File: src/rtl/uart_pkg.sv
// Shared UART 16550 types: line-control register layout, transmitter states
// and the parity helper used when a character is taken from the TX FIFO.
package uart_pkg;

  localparam int OVERSAMPLE = 16;
  localparam int TICK_W     = $clog2(OVERSAMPLE);

  // Field order matches the LCR bit layout, dlab in bit 7 down to wls in bits 1:0.
  typedef struct packed {
    logic       dlab;
    logic       bc;
    logic       sp;
    logic       eps;
    logic       pen;
    logic       stb;
    logic [1:0] wls;
  } lcr_t;

  typedef enum logic [2:0] {
    IDLE,
    START,
    DATA,
    PARITY,
    STOP
  } tx_state_e;

  // Framing held for the duration of one character.
  typedef struct packed {
    logic [1:0] wls;
    logic       stb;
    logic       pen;
  } frame_cfg_t;

  function automatic logic [7:0] data_mask(input logic [1:0] wls);
    logic [7:0] mask;
    case (wls)
      2'd0:    mask = 8'h1F;
      2'd1:    mask = 8'h3F;
      2'd2:    mask = 8'h7F;
      default: mask = 8'hFF;
    endcase
    return mask;
  endfunction

  // Stick parity sends ~eps; otherwise even parity is the XOR of the data
  // bits and odd parity its complement, so XOR-ing with ~eps covers both.
  function automatic logic parity_bit(input logic [7:0] data, input lcr_t lcr);
    logic par;
    if (lcr.sp) par = ~lcr.eps;
    else        par = (^(data & data_mask(lcr.wls))) ^ ~lcr.eps;
    return par;
  endfunction

endpackage

File: src/rtl/uart_tx_engine_if.sv
// TX FIFO read port: show-ahead head, empty flag and a single-cycle pop strobe.
interface uart_tx_engine_if;

  logic       fifo_empty;
  logic [7:0] fifo_dout;
  logic       fifo_pop;

  modport master (
    input  fifo_empty,
    input  fifo_dout,
    output fifo_pop
  );

  modport slave (
    output fifo_empty,
    output fifo_dout,
    input  fifo_pop
  );

endinterface

File: src/rtl/uart_tx_engine.sv
// UART transmitter: drains the TX FIFO and serialises each character as
// start, 5..8 data bits LSB-first, optional parity and 1/1.5/2 stop bits.
module uart_tx_engine
  import uart_pkg::*;
(
  input  logic               clk,
  input  logic               rst,
  input  logic               baud_pulse_i,
  input  lcr_t               lcr_i,
  uart_tx_engine_if.master   fifo,
  output logic               tx_o,
  output logic               busy_o,
  output logic               temt_o
);

  tx_state_e         state_q, state_d;
  logic [TICK_W-1:0] tick_q, tick_d;
  logic [2:0]        bit_q, bit_d;
  logic [7:0]        shift_q, shift_d;
  frame_cfg_t        cfg_q, cfg_d;
  logic              par_q, par_d;
  logic              tx_q, tx_d;

  logic              pop;
  logic              tick_done;
  logic              stop_done;
  logic              line;
  logic [2:0]        last_bit;

  // Divisor-latch access is a register-file concern only.
  logic              lcr_unused;
  assign lcr_unused = lcr_i.dlab;

  assign tick_done = baud_pulse_i && (tick_q == TICK_W'(OVERSAMPLE - 1));
  assign last_bit  = {1'b0, cfg_q.wls} + 3'd4;

  // 1.5 stop bits end half-way through the second bit period.
  always_comb begin
    stop_done = 1'b0;
    if (!cfg_q.stb)              stop_done = tick_done;
    else if (cfg_q.wls == 2'd0)  stop_done = baud_pulse_i && (bit_q == 3'd1) &&
                                             (tick_q == TICK_W'(OVERSAMPLE / 2 - 1));
    else                         stop_done = tick_done && (bit_q == 3'd1);
  end

  // NOTE: every next-state signal is defaulted to its current value before the
  // case, so no path through this block leaves a signal unassigned (no latches).
  always_comb begin
    state_d = state_q;
    tick_d  = tick_q;
    bit_d   = bit_q;
    shift_d = shift_q;
    cfg_d   = cfg_q;
    par_d   = par_q;
    pop     = 1'b0;

    if (state_q != IDLE && baud_pulse_i) tick_d = tick_q + 1'b1;

    case (state_q)
      IDLE: begin
        if (!fifo.fifo_empty) begin
          pop     = 1'b1;
          shift_d = fifo.fifo_dout;
          cfg_d   = '{wls: lcr_i.wls, stb: lcr_i.stb, pen: lcr_i.pen};
          par_d   = parity_bit(fifo.fifo_dout, lcr_i);
          tick_d  = '0;
          bit_d   = '0;
          state_d = START;
        end
      end
      START: begin
        if (tick_done) state_d = DATA;
      end
      DATA: begin
        if (tick_done) begin
          shift_d = shift_q >> 1;
          if (bit_q == last_bit) begin
            bit_d   = '0;
            state_d = cfg_q.pen ? PARITY : STOP;
          end else begin
            bit_d = bit_q + 3'd1;
          end
        end
      end
      PARITY: begin
        if (tick_done) state_d = STOP;
      end
      STOP: begin
        if (stop_done) begin
          tick_d  = '0;
          bit_d   = '0;
          state_d = IDLE;
        end else if (tick_done) begin
          bit_d = bit_q + 3'd1;
        end
      end
      default: state_d = IDLE;
    endcase
  end

  // Line value for the state being entered, so tx_o is registered and
  // changes on the same edge as the state.
  always_comb begin
    line = 1'b1;
    case (state_d)
      IDLE:    line = 1'b1;
      START:   line = 1'b0;
      DATA:    line = shift_d[0];
      PARITY:  line = par_d;
      STOP:    line = 1'b1;
      default: line = 1'b1;
    endcase
    tx_d = line & ~lcr_i.bc;
  end

  // NOTE: state registers use non-blocking assignments so every flop samples
  // the pre-edge values regardless of statement order.
  always_ff @(posedge clk or negedge rst) begin
    if (!rst) begin
      state_q <= IDLE;
      tick_q  <= '0;
      bit_q   <= '0;
      shift_q <= '0;
      cfg_q   <= '0;
      par_q   <= 1'b0;
      tx_q    <= 1'b1;
    end else begin
      state_q <= state_d;
      tick_q  <= tick_d;
      bit_q   <= bit_d;
      shift_q <= shift_d;
      cfg_q   <= cfg_d;
      par_q   <= par_d;
      tx_q    <= tx_d;
    end
  end

  // Reset forces IDLE, where a non-empty FIFO would otherwise raise pop;
  // gating with rst keeps the strobe low while reset is held.
  assign fifo.fifo_pop = pop & rst;
  assign tx_o          = tx_q;
  assign busy_o        = (state_q != IDLE);
  assign temt_o        = fifo.fifo_empty & ~busy_o;

endmodule

File: src/flat_wrapper.sv
// flat-port wrapper written by rule: the top's interface ports become plain ports
module uart_tx_engine_flat import uart_pkg::*;
  (clk, rst, baud_pulse_i, lcr_i, tx_o, busy_o, temt_o, fifo_fifo_empty, fifo_fifo_dout, fifo_fifo_pop);
  uart_tx_engine_if fifo_i ();
  input  logic clk;
  input  logic rst;
  input  logic baud_pulse_i;
  input  lcr_t lcr_i;
  output logic tx_o;
  output logic busy_o;
  output logic temt_o;
  input wire logic [$bits(fifo_i.fifo_empty)-1:0] fifo_fifo_empty;
  input wire logic [$bits(fifo_i.fifo_dout)-1:0] fifo_fifo_dout;
  output wire logic [$bits(fifo_i.fifo_pop)-1:0] fifo_fifo_pop;
  assign fifo_i.fifo_empty = fifo_fifo_empty;
  assign fifo_i.fifo_dout = fifo_fifo_dout;
  assign fifo_fifo_pop = fifo_i.fifo_pop;
  uart_tx_engine u_core (.clk(clk), .rst(rst), .baud_pulse_i(baud_pulse_i), .lcr_i(lcr_i), .fifo(fifo_i), .tx_o(tx_o), .busy_o(busy_o), .temt_o(temt_o));
endmodule
File: config.mk
export PLATFORM = sky130hd
export DESIGN_NAME = uart_tx_engine_flat
export DESIGN_NICKNAME = d
export VERILOG_FILES = /design/src/rtl/uart_pkg.sv /design/src/rtl/uart_tx_engine_if.sv /design/src/rtl/uart_tx_engine.sv /design/src/flat_wrapper.sv
export SDC_FILE = /design/constraint.sdc
export NUM_CORES = 1
export LEC_CHECK = 0
export ABC_AREA = 1
export BUFFER_PORTS_ARGS = -buffer_cell sky130_fd_sc_hd__buf_2
export CORE_MARGIN = 4
export CORE_UTILIZATION = 40
export CTS_CLUSTER_SIZE = 28
export DETAILED_ROUTE_END_ITERATION = 10
export GPL_TIMING_DRIVEN = 0
export PLACE_DENSITY = 0.61
export SYNTH_ARGS = -nofsm -noshare
export SYNTH_HDL_FRONTEND = slang
export SYNTH_SLANG_ARGS = --single-unit
File: constraint.sdc
create_clock -name clk -period 2.1 [get_ports clk]
set_input_delay 0.105 -clock clk [delete_from_list [all_inputs] [get_ports clk]]
set_output_delay 0.105 -clock clk [all_outputs]
set_load 0.01 [all_outputs]
==> impl_metrics.tcl, run 1 <==
set metrics [dict create \
    startpoint "u_core.tick_q[0]$_DFF_PN0_" \
    synth_seq_cells 24 \
    core_um2 3440 \
    grt_pass1_vias 1102 \
    final.setup.tns_ns 0 \
    hold_path_class "input pin to flip-flop" \
    ant_nets 0 \
    ys_warn_count 0 \
    syn_nets 215 \
    hpwl_um 2230 \
    die_y_um 68.7 \
    r2r_start "u_core.tick_q[0]$_DFF_PN0_" \
    crit_path_start_kind "flip-flop" \
    grt.overflow.total 0 \
    fmax_ghz 0.587 \
    drtIter0Drc 64 \
    cts-root-buf "clkbuf_8" \
    reg2reg_to "u_core.bit_q[0]$_DFFE_PN0P_" \
    wl_met2_um 1240 \
    vias 1221 \
    initial_utilization 0.428 \
    detail_route.wl_per_cell_um 10.5 \
    wirelength_um 2790 \
    rows 21 \
    syn_area_um2 1470 \
    critPathRequiredTime_ns 2.30 \
    drv_cap 0 \
    layout-drive-gt1-share 0.228 \
    grt_max_degree 26 \
    nets 243 \
    p_total_mw 1.78 \
    htree_levels 1 \
    met1_length_um 1420 \
    worstMarginPinSlew_ns 0.530 \
    p_leak_nw 0.909 \
    fin_util 0.495 \
    report.final.slew_viol_count 0 \
    area_growth_syn_to_layout_pct 15.8 \
    die_width_um 68.7 \
    highest_layer "met4" \
    io_pins 24 \
    r2r.worst_path.cells 9 \
    clock_sinks 24 \
    pre_cts_slack_ns 0.393 \
    fin_skew_ns 0.00615 \
    clock_path_buffers 2 \
    outcome "finished clean" \
    antenna_found_initial 0 \
    grt_pass1_wl_um 4830 \
    place.gp.congestion 0.783 \
    powerDensity_nw_per_um2 1050 \
    ys_seq_area_frac 0.409 \
    cts_buffers 3 \
    grtUsageTotal 0.137 \
    synth_cells 192 \
    post_cts_buffers 0 \
    period_needed_ns 1.70 \
    reg2reg_slack_ns 0.40 \
    drt-pass1-iter-count 4 \
    ys_types 31 \
    met3_length_um 91 \
    drc 0 \
    syn_avg_cell_area_um2 7.67 \
    io_buffers 22 \
    worstSetupPathType "flip-flop to flip-flop" \
    cts_tree "built" \
    period_share 0.811 \
    clk_latency_ns 0.27 \
    cp-end-kind "flip-flop" \
    finalSetupViolCount 0 \
    viasPerCell 4.61 \
    crit_fanout 7 \
    setup_ws_ns 0.396 \
    cp.arrival_ns 1.90 \
    peakVddDrop_v 0.000498 \
    clk_pin_slew_ns 0.08 \
    rsz0062_at_grt "no" \
    diodes 0 \
    slew_headroom 0.647 \
    hold_viol 0 \
    die-area_um2 4720 \
    setup.worst_path.end "u_core.bit_q[0]$_DFFE_PN0P_" \
]
-- report_power, final --
| part | leakage, nW | switching [mW] | internal (mW) |
|---|---|---|---|
| logic | 0.582 | 0.429 | 0.297 |
| registers | 0.298 | 0.101 | 0.650 |
| clock network | 0.0288 | 0.141 | 0.167 |
-- layout make-up --
type	count	area, um2
inverters	38	143
fillers	345	1740
repair buffers	23	120
multi-input cells	128	709
well taps	46	57.6
plain buffers	2	18.8
flip-flops and latches	24	602
clock buffers	4	55.1
-- flip-flops by register name, summed over array words and instances (netlist names) --
register / cells
u_core.cfg_q: 4
u_core.bit_q: 3
u_core.tx_o: 1
u_core.par_q: 1
u_core.state_q: 3
u_core.tick_q: 4
u_core.shift_q: 8
-- repair_timing --
action	CTS	global route
setup endpoints to repair	0	0
hold buffers	1	0
endpoints found under the hold margin	23	0
gates resized for setup	0	0
-- worst min-delay path by stage --
stage,from,endpoint,slack (ns),cells past startpoint
finish,lcr_i[6],u_core.tx_o$_DFF_PN1_,0.03,4
floorplan,rst,u_core.bit_q[0]$_DFFE_PN0P_,-0.19,0
CTS,lcr_i[6],u_core.tx_o$_DFF_PN1_,0.02,4
global route,lcr_i[3],u_core.cfg_q[0]$_DFFE_PN0P_,0.04,3
detailed placement,rst,u_core.cfg_q[3]$_DFFE_PN0P_,0.12,1
global placement,rst,u_core.cfg_q[3]$_DFFE_PN0P_,0.13,1
-- routing by layer --
layer / up-vias / GRT usage
met4: 0 / 0.0447
met2: 10 / 0.203
met5: - / 0
met3: 5 / 0.0324
met1: 541 / 0.197
li1: 665 / -
-- layout by cell type (no fill, tap or decap) --
master,count
o211ai_2,1
dfstp_2,1
xnor2_1,4
o22ai_1,3
nor2_1,11
nor4_1,1
inv_2,7
nand4_1,1
nand3_2,2
clkbuf_8,4
o211ai_1,5
o221ai_1,2
o21ai_1,2
xor2_1,5
nand2_2,3
buf_4,1
or2_2,1
nand2_1,48
buf_2,22
inv_1,31
dlygate4sd3_1,1
dfrtp_1,23
ha_1,3
a211oi_1,1
nand3_1,15
o21ai_0,6
nor2_2,2
buf_6,1
a31oi_1,1
nand2_4,2
a21oi_1,4
a21boi_0,1
a21oi_2,3
mux2i_1,1
-- critical path, stage by stage (launching register included) --
cell	delay, ns
dfrtp_1	0.39
ha_1	0.23
nand3_2	0.18
nand2_1	0.11
nand2_1	0.07
nand2_1	0.10
nand2_1	0.07
a21oi_2	0.21
nand2_1	0.13
mux2i_1	0.14
-- cells in the mapped netlist, drive strengths merged --
cell type	number	area share
dfstp	1	0.018
xnor2	4	0.024
a211oi	1	0.0051
inv	38	0.097
a21oi	7	0.031
nor4	1	0.0043
a21boi	1	0.0051
buf	2	0.013
o22ai	3	0.013
nor2	13	0.037
nand4	1	0.0043
dfrtp	23	0.39
nand3	17	0.065
or2	1	0.0043
nand2	53	0.15
mux2i	1	0.0068
ha	3	0.025
o221ai	2	0.012
xor2	5	0.030
o21ai	8	0.027
a31oi	1	0.0043
o211ai	6	0.034
-- kinds of logic (layout without fill, tap and decap cells) --
kind of cell	after synthesis	count (layout)	synth area share
AO/OA/AOI/OAI	29	29	0.132
XOR/XNOR	9	9	0.0535
adder cells (fa/ha/maj)	3	3	0.0255
buffers and inverters	40	67	0.110
flip-flops	24	24	0.409
multiplexers	1	1	0.00680
AND/OR/NAND/NOR	86	86	0.264
-- through the flow --
stage                     cell area, um2  std cells  hold WS [ns]
after detailed placement            1640        260         0.118
after CTS                           1710        265        0.0232
after global placement              1640        260         0.128
after floorplan                     1470        192        -0.191
final                               1710        265        0.0261
after global routing                1710        265        0.0368
Power figures use the tool's default switching activity.
==> run 2: changes to the inputs <==
Clock period 2.1 ns to 1.6 ns, I/O delays scaled along.
==> run 2 against run 1 <==
The flow now finishes with violations (setup timing). Fmax up 6.4%. Die area unchanged. Non-clock buffer count up 11. Cell count up 4.2%. Sequential share of layout area down 3.1 points. Routed wire length up 8.1%. Flip-flop and latch count unchanged.
==> impl_metrics.tcl, run 2 (synthesis results as in run 1) <==
set metrics [dict create \
    outcome "finished with violations" \
    violations "setup timing" \
    timing.hold.ws_ns 0.00914 \
    vias 1277 \
    period_share 1.00 \
    fin_skew_ns 0.00824 \
    place_area_um2 1640 \
    fmax_ghz 0.624 \
    hold_path_class "input pin to flip-flop" \
    antenna_found_initial 0 \
    wirelength_um 3020 \
    fillerInstances 323 \
    regMostFlops "u_core.shift_q" \
    drtIter0Drc 69 \
    cts_buffers 3 \
    grt_pass1_wl_um 4980 \
    io_pins 24 \
    startpoint "u_core.bit_q[0]$_DFFE_PN0P_" \
    viasPerCell 4.63 \
    crit_fanout 4 \
    clk_pin_slew_ns 0.09 \
    cts-root-buf "clkbuf_8" \
    hold_end "u_core.cfg_q[0]$_DFFE_PN0P_" \
    grt_pass1_vias 1132 \
    drc 0 \
    diodes 0 \
    crit_path_start_kind "flip-flop" \
    top_regs "u_core.shift_q: 8 flops, u_core.cfg_q: 4 flops, u_core.tick_q: 4 flops" \
    hpwl_um 2230 \
    r2r_start "u_core.bit_q[0]$_DFFE_PN0P_" \
    die_width_um 68.7 \
    clock_sinks 24 \
    period_needed_ns 1.60 \
    slew_headroom 0.646 \
    place.gp.congestion 0.783 \
    drv_cap 0 \
    reg2reg_to "u_core.tx_o$_DFF_PN1_" \
    rows 21 \
    htree_levels 1 \
    layout-drive-gt1-share 0.330 \
    io_buffers 22 \
    critPathRequiredTime_ns 1.81 \
    cts_tree "built" \
    final_area_um2 1880 \
    pre_cts_slack_ns -0.107 \
    largest_reg_flops 8 \
    final_common_cell "nand2_1" \
    powerDensity_nw_per_um2 1350 \
    worstMarginPinSlew_ns 0.531 \
    core_um2 3440 \
    peakVddDrop_v 0.000743 \
    drt-pass1-iter-count 4 \
    nets 254 \
    cp-end-kind "flip-flop" \
    grt.overflow.total 0 \
    finalSetupViolCount 1 \
    cp.arrival_ns 1.81 \
    setup_ws_ns -0.00143 \
    die-area_um2 4720 \
    die_y_um 68.7 \
    initial_utilization 0.428 \
    worstSetupPathType "flip-flop to flip-flop" \
    rsz0062_at_grt "yes" \
    area_growth_syn_to_layout_pct 27.5 \
    clock_path_buffers 2 \
    r2r.worst_path.cells 10 \
    ant_nets 0 \
    grt_max_degree 26 \
    hold_viol 0 \
    reg2reg_slack_ns -0.001 \
    clk_latency_ns 0.27 \
    report.final.slew_viol_count 0 \
    p_total_mw 2.54 \
    min_path_cells 3 \
    holdCritStartpoint "lcr_i[3]" \
    grtUsageTotal 0.142 \
    final_cell_mix "44 x nand2_1, 28 x inv_1, 22 x buf_2" \
    detail_route.wl_per_cell_um 10.9 \
    p_leak_nw 0.942 \
]
run 2: changes by cell type in the layout (fill, tap and decap cells not counted), sizes merged:
cell and change:
dlygate4sd3 +1, buf +10
run 2: what timing repair did:
action	4_1_cts	5_1_grt
pin swaps	1	10
setup endpoints to repair	4	8
hold buffers	2	0
endpoints found under the hold margin	24	0
resized for setup	6	19
buffers inserted	1	9
run 2: area by class of cell:
class | instances | area [um2] | share of cell area
sequential | 24 | 604 | 0.322
clock buffer | 4 | 55.1 | 0.0293
buffer | 2 | 22.5 | 0.0120
multi-input combinational | 128 | 786 | 0.418
timing repair buffer | 34 | 205 | 0.109
tap | 46 | 57.6 | 0.0306
inverter | 38 | 148 | 0.0786
run 2: report_power, final:
group          leakage (nW)  switching (mW)  internal [mW]  total (mW)
logic                 0.618           0.633          0.487        1.12
registers             0.295           0.154          0.856        1.01
clock network        0.0288           0.193          0.220       0.413
run 2: worst max path at each step:
stage                       endpoint  slack (ns)  depth (start not counted)
2_1_floorplan  u_core.tx_o$_DFF_PN1_        0.14                         12
3_3_place_gp   u_core.tx_o$_DFF_PN1_       -0.09                         12
3_5_place_dp   u_core.tx_o$_DFF_PN1_       -0.11                         12
4_1_cts        u_core.tx_o$_DFF_PN1_       0.008                         13
5_1_grt        u_core.tx_o$_DFF_PN1_       -0.12                         10
6_report       u_core.tx_o$_DFF_PN1_      -0.001                         10
run 2: stage by stage:
step / std cells / TNS (ns) / util
floorplan: 192 / 0 / -
global placement: 260 / -0.268 / 0.477
detailed placement: 260 / -0.281 / 0.477
CTS: 267 / 0 / 0.509
global route: 276 / -0.340 / 0.546
finish: 276 / -0.00143 / 0.546
run 2: per-layer routing:
layer,vias up,share of wire,GRT usage
met5,-,0,0
met4,0,0.012,0.0447
met3,4,0.035,0.0324
met2,13,0.47,0.212
met1,572,0.48,0.201
li1,688,-,-
run 2: critical path: stages, from the launching register on:
cell and delay [ns]:
dfrtp_1 0.41, xnor2_1 0.19, nand3_2 0.18, nor2_4 0.17
nand2_2 0.07, a21oi_2 0.18, inv_1 0.09, nand3_2 0.07
nand3_1 0.07, nand2_1 0.06, inv_1 0.04
